**src/rtl/timer_pkg.sv**
```systemverilog
// Shared definitions for the countdown timer.
//   state_t      : controller states (IDLE / RUN / DONE)
//   TP_WIDTH     : default count width in bits
//   TP_TICK_DIV  : default enabled clock cycles per decrement
//   div_width()  : prescaler register width, clog2(n) with a 1-bit floor
package timer_pkg;

    typedef enum logic [1:0] {
        ST_IDLE = 2'd0,
        ST_RUN  = 2'd1,
        ST_DONE = 2'd2
    } state_t;

    localparam int unsigned TP_WIDTH    = 4;
    localparam int unsigned TP_TICK_DIV = 1;

    function automatic int unsigned div_width(input int unsigned n);
        return ($clog2(n) < 1) ? 1 : $clog2(n);
    endfunction

endpackage

```
**src/rtl/tick_prescaler.sv**
```systemverilog
// Divides enabled clock cycles down to one tick every TICK_DIV cycles.
//   clk     in  : clock, rising edge
//   reset_n in  : asynchronous active-low reset
//   clr     in  : synchronous clear of the divider (priority over en)
//   en      in  : count enable; the divider holds while low
//   tick    out : high in the enabled cycle where the divider is at TICK_DIV-1
module tick_prescaler
    import timer_pkg::*;
#(
    parameter int unsigned TICK_DIV = TP_TICK_DIV
) (
    input  logic clk,
    input  logic reset_n,
    input  logic clr,
    input  logic en,
    output logic tick
);

    localparam int unsigned     DW   = div_width(TICK_DIV);
    localparam logic [DW-1:0]   LAST = DW'(TICK_DIV - 1);

    logic [DW-1:0] r_div;
    logic          w_at_last;

    assign w_at_last = (r_div == LAST);
    assign tick      = en && w_at_last;

    always_ff @(posedge clk or negedge reset_n) begin
        if (!reset_n) begin
            r_div <= '0;
        end else if (clr) begin
            r_div <= '0;
        end else if (en) begin
            if (w_at_last) begin
                r_div <= '0;
            end else begin
                r_div <= r_div + 1'b1;
            end
        end
    end

endmodule

```
**src/rtl/countdown_timer.sv**
```systemverilog
// Loadable down-counter with start/pause control and registered expiry flags.
//   clk        in  : clock, rising edge
//   reset_n    in  : asynchronous active-low reset
//   load       in  : preset strobe (highest priority after reset)
//   load_val   in  : preset value captured on load
//   start      in  : level enable for counting
//   pause      in  : level freeze of count and prescaler
//   count      out : remaining value
//   running    out : state is RUN
//   expired    out : state is DONE
//   done_pulse out : one-cycle pulse on entry to DONE
module countdown_timer
    import timer_pkg::*;
#(
    parameter int unsigned WIDTH    = TP_WIDTH,
    parameter int unsigned TICK_DIV = TP_TICK_DIV
) (
    input  logic             clk,
    input  logic             reset_n,
    input  logic             load,
    input  logic [WIDTH-1:0] load_val,
    input  logic             start,
    input  logic             pause,
    output logic [WIDTH-1:0] count,
    output logic             running,
    output logic             expired,
    output logic             done_pulse
);

    state_t           r_state;
    logic [WIDTH-1:0] r_count;
    logic             r_running;
    logic             r_expired;
    logic             r_done_pulse;

    logic w_en;
    logic w_clr;
    logic w_tick;

    // The divider only advances while actually counting; any exit from that
    // condition (load, leaving RUN, dropping start) restarts it from zero.
    // Pause is neither, so the divider holds its phase across a pause.
    assign w_en  = (r_state == ST_RUN) && start && !pause && !load;
    assign w_clr = load || (r_state != ST_RUN) || !start;

    tick_prescaler #(
        .TICK_DIV (TICK_DIV)
    ) u_prescaler (
        .clk     (clk),
        .reset_n (reset_n),
        .clr     (w_clr),
        .en      (w_en),
        .tick    (w_tick)
    );

    always_ff @(posedge clk or negedge reset_n) begin
        if (!reset_n) begin
            r_state      <= ST_IDLE;
            r_count      <= '0;
            r_running    <= 1'b0;
            r_expired    <= 1'b0;
            r_done_pulse <= 1'b0;
        end else begin
            r_done_pulse <= 1'b0;
            if (load) begin
                r_state   <= ST_IDLE;
                r_count   <= load_val;
                r_running <= 1'b0;
                r_expired <= 1'b0;
            end else begin
                case (r_state)
                    ST_IDLE: begin
                        if (start && !pause) begin
                            if (r_count != '0) begin
                                r_state   <= ST_RUN;
                                r_running <= 1'b1;
                            end else begin
                                r_state      <= ST_DONE;
                                r_expired    <= 1'b1;
                                r_done_pulse <= 1'b1;
                            end
                        end
                    end
                    ST_RUN: begin
                        if (!start) begin
                            r_state   <= ST_IDLE;
                            r_running <= 1'b0;
                        end else if (w_tick) begin
                            // RUN is only entered with a non-zero count, so
                            // the last tick lands on 1 and never wraps.
                            if (r_count == WIDTH'(1)) begin
                                r_count      <= '0;
                                r_state      <= ST_DONE;
                                r_running    <= 1'b0;
                                r_expired    <= 1'b1;
                                r_done_pulse <= 1'b1;
                            end else begin
                                r_count <= r_count - 1'b1;
                            end
                        end
                    end
                    ST_DONE: begin
                        r_count <= '0;
                    end
                    default: begin
                        r_state   <= ST_IDLE;
                        r_running <= 1'b0;
                        r_expired <= 1'b0;
                    end
                endcase
            end
        end
    end

    assign count      = r_count;
    assign running    = r_running;
    assign expired    = r_expired;
    assign done_pulse = r_done_pulse;

endmodule

```
**config.mk**
```make
export PLATFORM = sky130hd
export DESIGN_NAME = countdown_timer
export DESIGN_NICKNAME = d
export VERILOG_FILES = /design/src/rtl/timer_pkg.sv /design/src/rtl/tick_prescaler.sv /design/src/rtl/countdown_timer.sv
export SDC_FILE = /design/constraint.sdc
export NUM_CORES = 1
export LEC_CHECK = 0
export ABC_CLOCK_PERIOD_IN_PS = 4800
export BUFFER_PORTS_ARGS = -buffer_cell sky130_fd_sc_hd__buf_2
export CORE_AREA = 2 2 39 41
export DETAILED_ROUTE_END_ITERATION = 10
export DIE_AREA = 0 0 41 43
export HOLD_SLACK_MARGIN = 0.08
export PLACE_DENSITY = 0.71
export SETUP_SLACK_MARGIN = 0.2
export SLEW_MARGIN = 15
export SYNTH_ARGS = -nofsm -noshare
export SYNTH_HDL_FRONTEND = slang
export SYNTH_SLANG_ARGS = --single-unit
```
**constraint.sdc**
```tcl
create_clock -name clk -period 4.8 [get_ports clk]
set_input_delay 0.72 -clock clk [delete_from_list [all_inputs] [get_ports clk]]
set_output_delay 0.72 -clock clk [all_outputs]
set_load 0.05 [all_outputs]
```
==> reports/qor.txt, run 1 <==
Run status -> finished clean
Syn Inst Count -> 60
Most common cell in the synthesized netlist -> dfrtp_1
CTS tree -> done
WL/cell -> 12.58 um
Max Buffers Root-to-Sink -> 2
Setup WS pre-CTS -> 3.030 ns
Vias per cell -> 5.613
RR Endpoint -> expired
Initial drt markers -> 14
Worst path cell trace -> buf_2
Slowest stage delay, CP -> 0.45 ns
Sequential element share of the synthesized area -> 0.3704
Hold_buf cts -> 0
Vias post-DR -> 522
Fillers -> 145
Synth top area share -> 0.3704
DRC Markers -> 0
Root Buffer -> clkbuf_4
Total gr overflow -> 0
Dominant cells by area after synthesis -> dfrtp_1 (37%), ha_1 (6.2%), mux2i_1 (4.9%)
Die height -> 43 um
Die width -> 41 um
Pleak -> 0.3375 nW
Initial Utilization -> 0.4394
Worst Clk Skew -> 0.0009957 ns
Detail Placement HPWL -> 856.9 um
Max Cap Violations -> 0
R2R cell count -> 6
Pre-Repair DR Iteration Count -> 4
WP buf/inv -> 1
Gpl congestion -> 0.7474
Syn_area_per_cell -> 10.13 um2
Core Rows -> 14
Top cells by count, synth -> dfrtp_1 (9), nor2_1 (5), inv_1 (4), nand2_1 (4)
WS Path Type -> reg2out
Yosys reg bits -> 9
Fin. Hold Viols -> 0
CP Data Required Time -> 4.08 ns
Crit end category -> output port
Syn_nets -> 72
Netlist Area Pre-Place -> 608.1 um2
Worst-skew pair later-pin latency -> 0.26 ns
CTS clk-pin slew, worst paths -> 0.06 ns
Multi-input gate area -> 345.3 um2
Synth unique cells -> 30
Async SR Flop Fraction -> 1.000
Slew HR -> 0.7005
H-tree Lvls -> 1
Top FF cell, synth -> dfrtp_1
Post-CTS Setup Repair Bufs -> 0
Reg-to-reg startpoint -> count[0]
RSZ-0062 raised after global routing -> no
Tightest Pin Transition -> 0.4492 ns
IO buf count -> 15
Fmax -> 578.6 MHz
EDFF count, synth -> 0
CTS sink cnt -> 9
Startpoint Class -> flop
Initial antenna violation count -> 0
Area Growth Syn to Fin -> 16.26%
# IOs -> 16
Flop-to-flop setup slack -> 3.11 ns
Cells resized by post-CTS repair -> 0
Slowest cell on the critical path -> dfrtp_1
Final TNS setup -> 0 ns
Antenna viol nets, final -> 0
Total track usage -> 0.1707
Largest net degree at the start of global routing -> 16
Final Critical Period -> 1.728 ns
Detailed-route wire length -> 1170 um
Final setup viols -> 0
Core box area -> 1384 um2
Dominant cell type by area after synthesis -> dfrtp_1
Critical Path AT -> 1.01 ns
Power Density -> 439.4 nW/um2
Register area -> 225.2 um2
Die area -> 1763 um2
Hold crit path type -> in2async
Share of cells above drive strength 1 -> 0.2987
Yosys warning count -> 0
First-pass GRT wire length -> 2049 um
Ant diodes -> 0
Vias in the first global route -> 477
Worst Path Max Fanout -> 7
CP top delay family -> flip-flops
Final Cycle Share -> 0.3601
Max-slew violations -> 0
TritonCTS Buffers -> 3
Setup ws final -> 3.072 ns
Final #Nets -> 90
Maximum VDD drop -> 0.2328 mV
## worst max-delay path by stage
stage	startpoint	end	slack [ns]	depth (start not counted)
final	count[2]	count[2]	3.07	1
after global routing	count[1]	expired	2.97	6
after CTS	count[2]	count[2]	3.06	1
after detailed placement	pause	expired	3.03	4
after global placement	load	count[1]	3.05	4
after floorplan	count[0]	expired	2.93	6
## sequential cells by signal, indices dropped and copies added (netlist names)
register    flops
done_pulse      1
expired         1
count           4
r_state         2
running         1
## cells in the final DEF, fill, tap and decap left out, drive strengths merged
cell type,Yosys,routed
a21oi,3,3
a2111oi,2,2
nand3,1,1
nor3b,3,3
nand3b,1,1
ha,3,3
nor3,1,1
buf,0,15
nand2b,4,4
o21a,1,1
o211ai,1,1
a31oi,1,1
nor2,5,5
dfrtp,9,9
mux2i,3,3
a311o,1,1
nand2,4,4
or3b,2,2
inv,4,4
clkbuf,1,4
a221oi,1,1
nor4b,1,1
a2bb2oi,2,2
o31a,1,1
o21ai,2,2
a211oi,2,2
## power breakdown
group	internal (W)	switching (W)	leakage (nW)
clock	0.0000320	0.0000259	0.0150
combinational	0.0000536	0.0000906	0.205
sequential	0.0000895	0.0000191	0.117
## kinds of logic after synthesis
logic type | count (synthesis) | share of synthesized area
compound gates | 17 | 0.2161
flops | 9 | 0.3704
buf+inv | 6 | 0.06172
mux | 3 | 0.04938
simple gates | 22 | 0.2407
fa+ha+maj | 3 | 0.06173
## final cells by class
cell class                 count  area share
timing repair buffer          15      0.1062
clock buffer                   4     0.03717
inverter                       4     0.02124
tap                           16     0.02832
sequential                     9      0.3186
multi-input combinational     45      0.4885
## per-stage QoR
step	util	power, W	cells	hold WS [ns]	area, um2
after floorplan	-	0.0002229	60	0.4244	608.1
after global placement	0.4919	0.0002523	89	0.5879	680.7
after detailed placement	0.4919	0.0002547	89	0.5871	680.7
after CTS	0.5109	0.0003150	93	0.3074	706.9
after global routing	0.5109	0.0003385	93	0.2994	706.9
final	0.5109	0.0003106	93	0.3048	706.9
## per-layer routing
layer	GRT usage	vias up	wire length, um
met2	0.2438	18	504
met3	0.03141	2	64
met4	0.1000	0	18
met1	0.2295	244	583
met5	0	-	0
li1	-	258	-
(Power assumes the default switching activity.)
==> run 2, diff against run 1 <==
--- a/config.mk
+++ b/config.mk
@@ -5,11 +5,11 @@
 export SDC_FILE = /design/constraint.sdc
 export NUM_CORES = 1
 export LEC_CHECK = 0
-export ABC_CLOCK_PERIOD_IN_PS = 4800
+export ABC_CLOCK_PERIOD_IN_PS = 1450
 export BUFFER_PORTS_ARGS = -buffer_cell sky130_fd_sc_hd__buf_2
-export CORE_AREA = 2 2 39 41
+export CORE_MARGIN = 2
+export CORE_UTILIZATION = 44
 export DETAILED_ROUTE_END_ITERATION = 10
-export DIE_AREA = 0 0 41 43
 export HOLD_SLACK_MARGIN = 0.08
 export PLACE_DENSITY = 0.71
 export SETUP_SLACK_MARGIN = 0.2
==> constraint.sdc (replaced) <==
create_clock -name clk -period 1.45 [get_ports clk]
set_input_delay 0.2175 -clock clk [delete_from_list [all_inputs] [get_ports clk]]
set_output_delay 0.2175 -clock clk [all_outputs]
set_load 0.05 [all_outputs]
==> run 2 against run 1 <==
The flow now finishes with violations (negative setup slack); sequential share of layout area shrank 7.5 points; final area is 34% higher; clock-buffer cell count unchanged; core utilization increased by 22 points; total power rose to 4.5 times the previous value; final cell count is 16% higher; die area is 3.8% lower; worst hold slack worse by 0.13 ns; critical endpoint is now r_state[1].
==> reports/qor.txt, run 2 (synthesis gave the netlist of run 1 again) <==
Run status -> finished, violations left
Failing checks -> negative setup slack
Comb pwr share -> 0.607 (+0.143)
Setup ws final -> -0.1593 ns (-3.231 ns)
CP top delay family -> simple AND/OR/NAND/NOR gates
Clk network pwr share -> 0.145 (-0.041)
Share of cells above drive strength 1 -> 0.5699 (+0.2712)
Slowest cell on the critical path -> dfrtp_2
First-pass GRT wire length -> 2435 um (+19%)
Slowest stage delay, CP -> 0.42 ns (-0.03 ns)
WL/cell -> 13.98 um (+11%)
Setup WS pre-CTS -> -0.1448 ns (-3.175 ns)
Worst path cell trace -> inv_4 -> ha_4 -> or3b_4 -> nand2b_4 -> buf_4 -> a221oi_2
WS Path Type -> reg2reg
Critical Path AT -> 1.78 ns (+0.77 ns)
Fraction of power spent switching nets -> 0.4081 (-0.02815)
DRC Markers -> 0 (unchanged)
Pleak -> 0.4320 nW (+28%)
Worst-skew pair later-pin latency -> 0.26 ns (about the same)
Final #Nets -> 106 (+18%)
Gpl congestion -> 0.7964 (+6.6%)
Final TNS setup -> -0.5545 ns (-0.5545 ns)
Crit end category -> flop
Total gr overflow -> 0 (unchanged)
Fillers -> 104 (-28%)
Die width -> 41.18 um (+0.43%)
Total track usage -> 0.2288 (+0.05809)
Max-slew violations -> 0 (unchanged)
RSZ-0062 raised after global routing -> yes
Util after Layout -> 0.7269 (+0.2161)
Core box area -> 1301 um2 (-6.0%)
Hold crit path type -> in2reg
Antenna viol nets, final -> 0 (unchanged)
Detailed-route wire length -> 1510 um (+29%)
Vias in the first global route -> 548 (+15%)
Maximum VDD drop -> 1.026 mV (+340%)
WHS -> 0.1787 ns (-0.1261 ns)
Max Buffers Root-to-Sink -> 2 (unchanged)
Switching power total -> 0.0005675 W (+320%)
Register area -> 230.2 um2 (+2.2%)
Flop pwr share -> 0.248 (-0.101)
Detail Placement HPWL -> 1083 um (+26%)
Initial drt markers -> 8 (-6)
Worst Clk Skew -> 0.0008988 ns (-0.00009695 ns)
Root Buffer -> clkbuf_4
Startpoint Class -> flop
Ant diodes -> 0 (unchanged)
Tightest Pin Transition -> 0.3882 ns (-0.06098 ns)
# IOs -> 16 (unchanged)
Most frequent cells in the layout -> buf_4 (12), buf_2 (11), nor2_1 (5), dfrtp_1 (5)
H-tree Lvls -> 1 (unchanged)
Vias post-DR -> 573 (+9.8%)
Power Density -> 1470 nW/um2 (+230%)
Total power -> 0.001391 W (+350%)
IO buf count -> 15 (unchanged)
Largest net degree at the start of global routing -> 15 (-1)
Max Cap Violations -> 0 (unchanged)
Die height -> 41.18 um (-4.2%)
Most common cell after layout, fill and taps aside -> buf_4
Pre-Repair DR Iteration Count -> 4 (unchanged)
Slew HR -> 0.7412 (+0.04065)
Final Critical Period -> 1.609 ns
Fin. Hold Viols -> 0 (unchanged)
Core Rows -> 13 (-1)
Worst Path Max Fanout -> 3 (-4)
Vias per cell -> 5.306 (-5.5%)
Final setup viols -> 7 (+7)
WP buf/inv -> 2 (+1)
Area Growth Syn to Fin -> 55.56%
Final Cycle Share -> 1.110
Multi-input gate area -> 402.9 um2 (+17%)
TritonCTS Buffers -> 3 (unchanged)
Initial Utilization -> 0.4673 (+0.02789)
CTS tree -> done
Largest register FFs -> 4 (unchanged)
CTS sink cnt -> 9 (unchanged)
Initial antenna violation count -> 0 (unchanged)
Fmax -> 621.4 MHz
CP Data Required Time -> 1.62 ns (-2.46 ns)
CTS clk-pin slew, worst paths -> 0.07 ns (about the same)
Int Power -> 0.0008230 W (+370%)
Die area -> 1695 um2 (-3.8%)
-- run 2: cell types whose count changed in the layout (fill, tap and decap cells not counted), sizes merged --
cell         change
buf             +15
dlygate4sd3      +1
-- run 2: worst min-delay path, delay by kind of cell --
family,cells,cell delay [ns]
buf+inv,1,0.08
compound gates,1,0.07
simple gates,1,0.04
-- run 2: stage by stage --
stage | cell area [um2] | instances
detailed placement | 778.2 | 99
finish | 945.9 | 108
floorplan | 611.8 | 60
global route | 945.9 | 108
global placement | 778.2 | 99
CTS | 895.9 | 106
-- run 2: repair_timing --
item,4_1_cts,5_1_grt
hold buffers,1,0
endpoints found under the hold margin,9,0
buffers inserted,2,2
setup endpoints to repair,11,13
pin swaps,4,2
gates resized for setup,17,11
-- run 2: cell type report --
cell class	count	share of cell area
clock buffer	4	0.02778
inverter	4	0.01852
multi-input combinational	45	0.4259
sequential	9	0.2434
tap	15	0.01984
timing repair buffer	31	0.2646
-- run 2: per-layer routing --
layer / track usage / vias to the layer above / part of all wire
met2: 0.3984 / 16 / 0.53
met4: 0.1210 / 0 / 0.0086
li1: - / 287 / -
met5: 0 / - / 0
met3: 0.04891 / 2 / 0.032
met1: 0.2565 / 268 / 0.43
-- run 2: path summary, 6_finish.rpt --
check,slack [ns],start,to,cells past startpoint
max in group asynchronous,0.91,reset_n,count[2],2
min,0.18,load_val[3],count[3],3
min reg2reg,0.62,running,running,2
min in group asynchronous,0.34,reset_n,expired,2
max reg2reg,-0.16,count[1],r_state[1],6
max,-0.16,count[1],r_state[1],6
-- run 2: power by group through the flow --
stage                     logic, W  registers [W]  clock network, W
after floorplan           0.000253       0.000496                 0
after global placement    0.000625       0.000343                 0
after detailed placement  0.000644       0.000345                 0
after CTS                 0.000778       0.000343          0.000206
after global routing      0.000906       0.000352          0.000234
final                     0.000844       0.000345          0.000202
